===== src/rtl/polar_to_rect_pkg.sv =====
// polar_to_rect_pkg: widths, CORDIC constants, state type and output rounding for polar_to_rect
package polar_to_rect_pkg;
  localparam int SIZE_DATA = 16;
  localparam int CORDIC_ITERATIONS = 14;
  localparam int GUARD_BITS = 2;
  localparam int DATA_W = SIZE_DATA + 2 * GUARD_BITS;
  localparam int K_W = $clog2(SIZE_DATA);
  localparam logic signed [SIZE_DATA-1:0] CORDIC_INV_GAIN = 16'sh4DBA;
  localparam logic signed [DATA_W-1:0] ATAN_TABLE [SIZE_DATA] = '{
    20'sd32768, 20'sd19344, 20'sd10221, 20'sd5188, 20'sd2604, 20'sd1303, 20'sd652, 20'sd326,
    20'sd163, 20'sd81, 20'sd41, 20'sd20, 20'sd10, 20'sd5, 20'sd3, 20'sd1
  };
  localparam logic signed [DATA_W:0] ROUND_HALF = (DATA_W+1)'(2 ** (GUARD_BITS - 1));
  localparam logic signed [DATA_W:0] SAT_MAX = (DATA_W+1)'(2 ** (SIZE_DATA - 1) - 1);
  localparam logic signed [DATA_W:0] SAT_MIN = (DATA_W+1)'(-(2 ** (SIZE_DATA - 1)));
  typedef enum logic [1:0] {IDLE, PRESCALE, ROTATE, DONE} cordic_state_t;
  function automatic logic signed [SIZE_DATA-1:0] round_sat(input logic signed [DATA_W-1:0] v);
    logic signed [DATA_W:0] r;
    r = ($signed({v[DATA_W-1], v}) + ROUND_HALF) >>> GUARD_BITS;
    return r > SAT_MAX ? SAT_MAX[SIZE_DATA-1:0] : r < SAT_MIN ? SAT_MIN[SIZE_DATA-1:0] : r[SIZE_DATA-1:0];
  endfunction
endpackage


===== src/rtl/polar_to_rect_if.sv =====
// polar_to_rect_if: valid/ready input (magnitude, phase) and output (I, Q) channels
interface polar_to_rect_if;
  import polar_to_rect_pkg::*;
  logic in_valid;
  logic in_ready;
  logic signed [SIZE_DATA-1:0] magnitude;
  logic signed [SIZE_DATA-1:0] phase;
  logic out_valid;
  logic out_ready;
  logic signed [SIZE_DATA-1:0] data_i;
  logic signed [SIZE_DATA-1:0] data_q;
  modport master(output in_valid, magnitude, phase, out_ready, input in_ready, out_valid, data_i, data_q);
  modport slave(input in_valid, magnitude, phase, out_ready, output in_ready, out_valid, data_i, data_q);
endinterface


===== src/rtl/polar_to_rect_cordic_rotate_stage.sv =====
// cordic_rotate_stage: one combinational CORDIC rotation-mode micro-rotation
module cordic_rotate_stage #(
  parameter int W = 20,
  parameter int KW = 4
) (
  input  logic signed [W-1:0]  x_i,
  input  logic signed [W-1:0]  y_i,
  input  logic signed [W-1:0]  z_i,
  input  logic        [KW-1:0] k_i,
  input  logic signed [W-1:0]  atan_i,
  output logic signed [W-1:0]  x_o,
  output logic signed [W-1:0]  y_o,
  output logic signed [W-1:0]  z_o
);
  logic signed [W-1:0] xs, ys;
  logic neg;
  assign xs = x_i >>> k_i;
  assign ys = y_i >>> k_i;
  assign neg = z_i[W-1];
  assign x_o = neg ? x_i + ys : x_i - ys;
  assign y_o = neg ? y_i - xs : y_i + xs;
  assign z_o = neg ? z_i + atan_i : z_i - atan_i;
endmodule


===== src/rtl/polar_to_rect.sv =====
// polar_to_rect: iterative rotation-mode CORDIC turning (magnitude, phase) into saturated I/Q
module polar_to_rect
  import polar_to_rect_pkg::*;
#(
  parameter int ITERATIONS = CORDIC_ITERATIONS
) (
  input logic clk,
  input logic reset,
  polar_to_rect_if.slave bus
);
  localparam int N = SIZE_DATA;
  localparam int W = DATA_W;
  localparam int G = GUARD_BITS;
  cordic_state_t state_q;
  logic in_ready_q, out_valid_q;
  logic signed [N-1:0] mag_q, phase_q, di_q, dq_q;
  logic signed [W-1:0] x_q, y_q, z_q, x_d, y_d, z_d;
  logic [K_W-1:0] k_q;
  logic signed [2*N-1:0] prod;
  logic signed [W-1:0] x0, x_init, z0;
  logic signed [N-1:0] ph_f;
  logic fold;
  // x0 keeps G fractional guard bits, so shift by N-1-G instead of N-1
  assign prod = mag_q * CORDIC_INV_GAIN;
  assign x0 = W'(prod >>> (N - 1 - G));
  assign fold = phase_q[N-1] ^ phase_q[N-2];
  assign ph_f = fold ? {~phase_q[N-1], phase_q[N-2:0]} : phase_q;
  assign x_init = fold ? -x0 : x0;
  assign z0 = {{G{ph_f[N-1]}}, ph_f, {G{1'b0}}};
  cordic_rotate_stage #(.W(W), .KW(K_W)) u_stage (
    .x_i(x_q), .y_i(y_q), .z_i(z_q), .k_i(k_q), .atan_i(ATAN_TABLE[k_q]),
    .x_o(x_d), .y_o(y_d), .z_o(z_d)
  );
  always_ff @(posedge clk) begin
    if (!reset) begin
      state_q <= IDLE;
      in_ready_q <= 1'b1;
      out_valid_q <= 1'b0;
      di_q <= '0;
      dq_q <= '0;
      k_q <= '0;
      mag_q <= '0;
      phase_q <= '0;
      x_q <= '0;
      y_q <= '0;
      z_q <= '0;
    end else begin
      case (state_q)
        IDLE: if (bus.in_valid && in_ready_q) begin
          mag_q <= bus.magnitude[N-1] ? '0 : bus.magnitude;
          phase_q <= bus.phase;
          in_ready_q <= 1'b0;
          state_q <= PRESCALE;
        end
        PRESCALE: begin
          x_q <= x_init;
          y_q <= '0;
          z_q <= z0;
          k_q <= '0;
          state_q <= ROTATE;
        end
        ROTATE: begin
          x_q <= x_d;
          y_q <= y_d;
          z_q <= z_d;
          k_q <= k_q + 1'b1;
          if (k_q == K_W'(ITERATIONS - 1)) begin
            di_q <= round_sat(x_d);
            dq_q <= round_sat(y_d);
            out_valid_q <= 1'b1;
            state_q <= DONE;
          end
        end
        DONE: if (bus.out_ready) begin
          out_valid_q <= 1'b0;
          in_ready_q <= 1'b1;
          state_q <= IDLE;
        end
        default: state_q <= IDLE;
      endcase
    end
  end
  assign bus.in_ready = in_ready_q;
  assign bus.out_valid = out_valid_q;
  assign bus.data_i = di_q;
  assign bus.data_q = dq_q;
endmodule


===== src/flat_wrapper.sv =====
// flat-port wrapper written by rule: the top's interface ports become plain ports
module polar_to_rect_flat import polar_to_rect_pkg::*;
#(
  parameter int ITERATIONS = CORDIC_ITERATIONS
)
  (clk, reset, bus_in_valid, bus_magnitude, bus_phase, bus_out_ready, bus_in_ready, bus_out_valid, bus_data_i, bus_data_q);
  polar_to_rect_if bus_i ();
  input logic clk;
  input logic reset;
  input wire logic [$bits(bus_i.in_valid)-1:0] bus_in_valid;
  input wire logic [$bits(bus_i.magnitude)-1:0] bus_magnitude;
  input wire logic [$bits(bus_i.phase)-1:0] bus_phase;
  input wire logic [$bits(bus_i.out_ready)-1:0] bus_out_ready;
  output wire logic [$bits(bus_i.in_ready)-1:0] bus_in_ready;
  output wire logic [$bits(bus_i.out_valid)-1:0] bus_out_valid;
  output wire logic [$bits(bus_i.data_i)-1:0] bus_data_i;
  output wire logic [$bits(bus_i.data_q)-1:0] bus_data_q;
  assign bus_i.in_valid = bus_in_valid;
  assign bus_i.magnitude = bus_magnitude;
  assign bus_i.phase = bus_phase;
  assign bus_i.out_ready = bus_out_ready;
  assign bus_in_ready = bus_i.in_ready;
  assign bus_out_valid = bus_i.out_valid;
  assign bus_data_i = bus_i.data_i;
  assign bus_data_q = bus_i.data_q;
  polar_to_rect #(.ITERATIONS(ITERATIONS)) u_core (.clk(clk), .reset(reset), .bus(bus_i));
endmodule

===== config.mk =====
export PLATFORM = sky130hd
export DESIGN_NAME = polar_to_rect_flat
export DESIGN_NICKNAME = d
export VERILOG_FILES = /design/src/rtl/polar_to_rect_pkg.sv /design/src/rtl/polar_to_rect_if.sv /design/src/rtl/polar_to_rect_cordic_rotate_stage.sv /design/src/rtl/polar_to_rect.sv /design/src/flat_wrapper.sv
export SDC_FILE = /design/constraint.sdc
export NUM_CORES = 1
export LEC_CHECK = 0
export BUFFER_PORTS_ARGS = -buffer_cell sky130_fd_sc_hd__buf_2
export CORE_ASPECT_RATIO = 1.75
export CORE_UTILIZATION = 41
export DETAILED_ROUTE_END_ITERATION = 16
export PLACE_DENSITY_LB_ADDON = 0.12
export SLEW_MARGIN = 20
export SYNTH_ARGS = -nofsm -noshare
export SYNTH_HDL_FRONTEND = slang
export SYNTH_SLANG_ARGS = --single-unit

===== constraint.sdc =====
create_clock -name clk -period 6.95 [get_ports clk]
set_input_delay 0.695 -clock clk [delete_from_list [all_inputs] [get_ports clk]]
set_output_delay 0.695 -clock clk [all_outputs]
set_load 0.01 [all_outputs]

==> metrics.md <==
| Metric | Value |
|---|---|
| Crit path time final | 6.54 ns |
| Vias in the first global route | between 15k and 20k |
| Setup TNS | 0 ns |
| Drt pass-1 iters | 5 |
| Clk_lat worst skew | ~0.45 ns |
| Ant. Diodes | 0 |
| CP max FO | 5 |
| Util after Layout | a little under half |
| Outcome | finished, final reports clean |
| Worst Hold Launch | u_core.phase_q[8] |
| Crit start category | flop |
| Final Non-Filler Cells | between 2k and 3k |
| First-iteration detailed-routing DRC count | between 700 and 800 |
| Area Growth Syn to Fin | 11.7% |
| Synthesis Warnings | 0 |
| CTS max path bufs | 2 |
| CTS tree | yes |
| Critical path data arrival time | slightly below 7 ns |
| Post-Syn Area | approximately 16,000 um^2 |
| Nets | roughly 2.4k |
| FF-to-FF Start | u_core.mag_q[6] |
| PortBufs | 69 |
| H-tree depth | 4 |
| Post-Syn Area per Cell | 8.28 um^2 |
| Fillers | ~4k |
| Placeable core region | between 30,000 and 40,000 um^2 |
| Power per cell area | about 490 nW/um^2 |
| Top cell by count, worst path | fa_1 |
| GRT Overall Usage | around 26% |
| First-pass GRT wire length | around 80 mm |
| Die H | approximately 270 um |
| Clock skew | about 0.013 ns |
| CP Class | flop to flop |
| Synthesized instance count | around 2.0k |
| Post-route clock period utilization | 94.0% |
| Initial antenna violation count | 0 |
| Placement Cell Area | around 18,000 um^2 |
| Ratio of cells with drive above 1 in the final layout | 14.2% |
| Via count | around 15k |
| CP cell instances | buf_4, ha_1, inv_1, fa_1, fa_1, inv_1, fa_1, fa_1, fa_1, ha_1, a21oi_1, o21ai_2, o311a_1, o41ai_2, buf_4, o21ai_1, a221o_1, xnor2_2, nand3_1, o41ai_2, xnor2_1, a222oi_1, nor2_1 |
| Final HPWL DP | between 40 and 50 mm |
| Max Cap Viol | 0 |
| DRC viols | 0 |
| Worst R2R Path Depth | 23 |
| Hold Vio Cnt, Final | 0 |
| Hold-fix buffers, CTS | 0 |
| Total grt overflow | 0 |
| Final WL | 51.5 mm |
| End of the worst register-to-register path | u_core.x_q[16] |
| Maximum vdd ir drop | roughly 0.36 mV |
| EDFF count, synth | 0 |
| Slowest cell on the critical path | fa_1 |
| Total power | 0.00903 W |
| Final setup violation count | 0 |
| Worst hold path type | flop to flop |
| FF+latch count, synth | between 100 and 150 |
| R2R Setup Slk | a little over 0.4 ns |
| GPL Wtd Cong | around 0.94 |
| CTS Root Cell | clkbuf_16 |
| WL/cell | roughly 20 um |
| Dpl cells | ~2.5k |
| Sequential element share of the synthesized area | between 10% and 20% |
| Hold Path Stages | 2 |
| Final slew viol count | 0 |
| Initial Utilization | between 40% and 50% |
| Ys async rst share | 0% |
| Post-DRT Antenna Nets | 0 |
| Clock-pin slew on the worst setup and hold paths | approximately 0.070 ns |
| Leakage power | roughly 8.5 nW |
| Setup crit end kind | flop |
| WHS Endpoint | u_core.phase_q[8] |
| Fmax | approximately 150 MHz |
| Die W | between 150 and 200 um |
| TritonCTS buffer count | 17 |
| Distinct cells, synth | 85 |
| Ports | 70 |
| Post-synth net total | between 2k and 2.5k |
| Post-CTS Setup Bufs | 0 |
| Via density | just under 6 |
| Design area | between 15,000 and 20,000 um^2 |
| CP peak stage delay | ~0.57 ns |
| Slew @ Worst Pin | ~1.0 ns |
| Synth Flop Type | dfxtp_1 |
| Die ar. | between 40,000 and 50,000 um^2 |
| Resized cells post-CTS | 1 |
| Clk sinks | between 100 and 150 |
| Largest net degree at the start of global routing | 73 |
| WP data required | between 7 and 8 ns |
| RSZ-0062 raised after global routing | yes |
| Rel. slew slack | 32.2% |
| Std-Cell Rows | 96 |
## flip-flops by register name, indices dropped and copies added, names as in the netlist
name,flops
u_core.bus.data_q,16
u_core.bus.data_i,16
u_core.y_q,20
u_core.z_q,20
u_core.state_q,2
u_core.x_q,20
u_core.phase_q,16
u_core.k_q,4
u_core.mag_q,15
u_core.bus.out_valid,1
u_core.bus.in_ready,1
## power breakdown
group          switching, W  internal (W)  total, W
Clock              0.000426      0.000541  0.000968
Combinational       0.00419       0.00281   0.00700
Sequential         0.000187      0.000869   0.00106
Total               0.00480       0.00422   0.00903
## final cells by class
| type | instances | area [um^2] | share of cell area [%] |
|---|---|---|---|
| Clock inverter | 14 | 169 | 0.920 |
| Timing Repair Buffer | 157 | 1060 | 5.75 |
| Tap cell | 490 | 613 | 3.34 |
| Multi-Input combinational cell | 1560 | 12700 | 69.2 |
| Clock buffer | 18 | 429 | 2.34 |
| Inverter | 197 | 739 | 4.03 |
| Sequential cell | 131 | 2650 | 14.4 |
## through the flow
stage | setup slack [ns] | hold WS, ns
finish | 0.414 | 0.455
CTS | 0.103 | 0.459
global placement | 0.180 | 0.447
detailed placement | 0.0234 | 0.449
global route | -0.0321 | 0.475
floorplan | 0.619 | 0.436
## worst max-delay path: cells and delay by family, from the launching register on
family                     cells  cell delay (ns)
adders and majority gates      7             3.13
xor gates and xnor gates       2             0.33
AOI/OAI and AO/OA              8             1.89
buffers and inverters          4             0.47
DFF                            1             0.36
and+or+nand+nor                2             0.22
## synthesized netlist by cell type, types with 7 or more instances
master	instances	area (um^2)
a211oi_1	20	150
a21o_1	20	150
a21oi_1	178	891
a221o_1	16	160
a221oi_1	7	61.3
a22oi_1	15	113
a31oi_1	29	181
a41oi_1	7	61.3
and2_1	11	68.8
and3_1	15	93.8
buf_1	13	48.8
buf_2	12	60.1
buf_6	7	78.8
clkbuf_1	60	225
dfxtp_1	131	2620
fa_1	85	1700
ha_1	182	2280
inv_1	192	721
mux2_1	9	101
mux2_2	13	146
mux2i_1	50	500
mux4_2	36	811
nand2_1	176	661
nand2b_1	9	56.3
nand3_1	35	175
nand3b_1	19	143
nand4_1	13	81.3
nor2_1	183	687
nor2b_1	18	113
nor3_1	23	115
nor3b_1	7	52.6
o211ai_1	14	105
o21a_1	9	67.6
o21ai_0	63	315
o21ai_1	10	50.1
o21bai_1	8	60.1
o221a_1	15	169
o31ai_1	8	60.1
or3_1	10	62.6
xnor2_1	87	762
xor2_1	71	622
## worst max path at each step
stage | end | from | depth (start not counted)
final | u_core.x_q[16] | u_core.mag_q[6] | 23
after global routing | u_core.x_q[16] | u_core.mag_q[6] | 23
after CTS | u_core.x_q[16] | u_core.mag_q[5] | 22
after detailed placement | u_core.x_q[16] | u_core.mag_q[8] | 24
after global placement | u_core.x_q[16] | u_core.mag_q[8] | 24
after floorplan | u_core.x_q[16] | u_core.mag_q[6] | 23
## kinds of logic after synthesis
group	Yosys count	synth area share [%]
adders and majority gates	267	24.2
buffers and inverters	293	7.20
AOI/OAI and AO/OA	483	19.4
and+or+nand+nor	542	15.1
xor gates and xnor gates	159	8.52
DFF	131	16.0
muxes	109	9.57
## cell usage in the layout, fill, tap and decap left out, drive strengths merged, types with 9 or more instances in the layout
cell    count
nand4      13
nor2      184
nand3      35
nor3       23
a22oi      15
o21ai      73
ha        182
clkbuf     18
mux4       36
nand2     176
xnor2      88
xor2       71
mux2i      51
o211ai     14
a21o       20
dfxtp     131
o221a      16
buf       157
a31oi      29
nand2b      9
a221o      16
o21a        9
o31ai       9
mux2       22
or3        10
fa         85
a211oi     20
a21oi     180
and2       11
inv       203
and3       15
nor2b      18
nand3b     19
## routing by layer
layer  vias up  GRT usage [%]  part of all wire [%]
met5         -              0                     0
met4         0           16.6                   6.4
met3       146           2.63                   2.5
met2       330           51.0                    56
met1      7171           24.5                    35
li1       7169              -                     -
(Power assumes the default switching activity.)
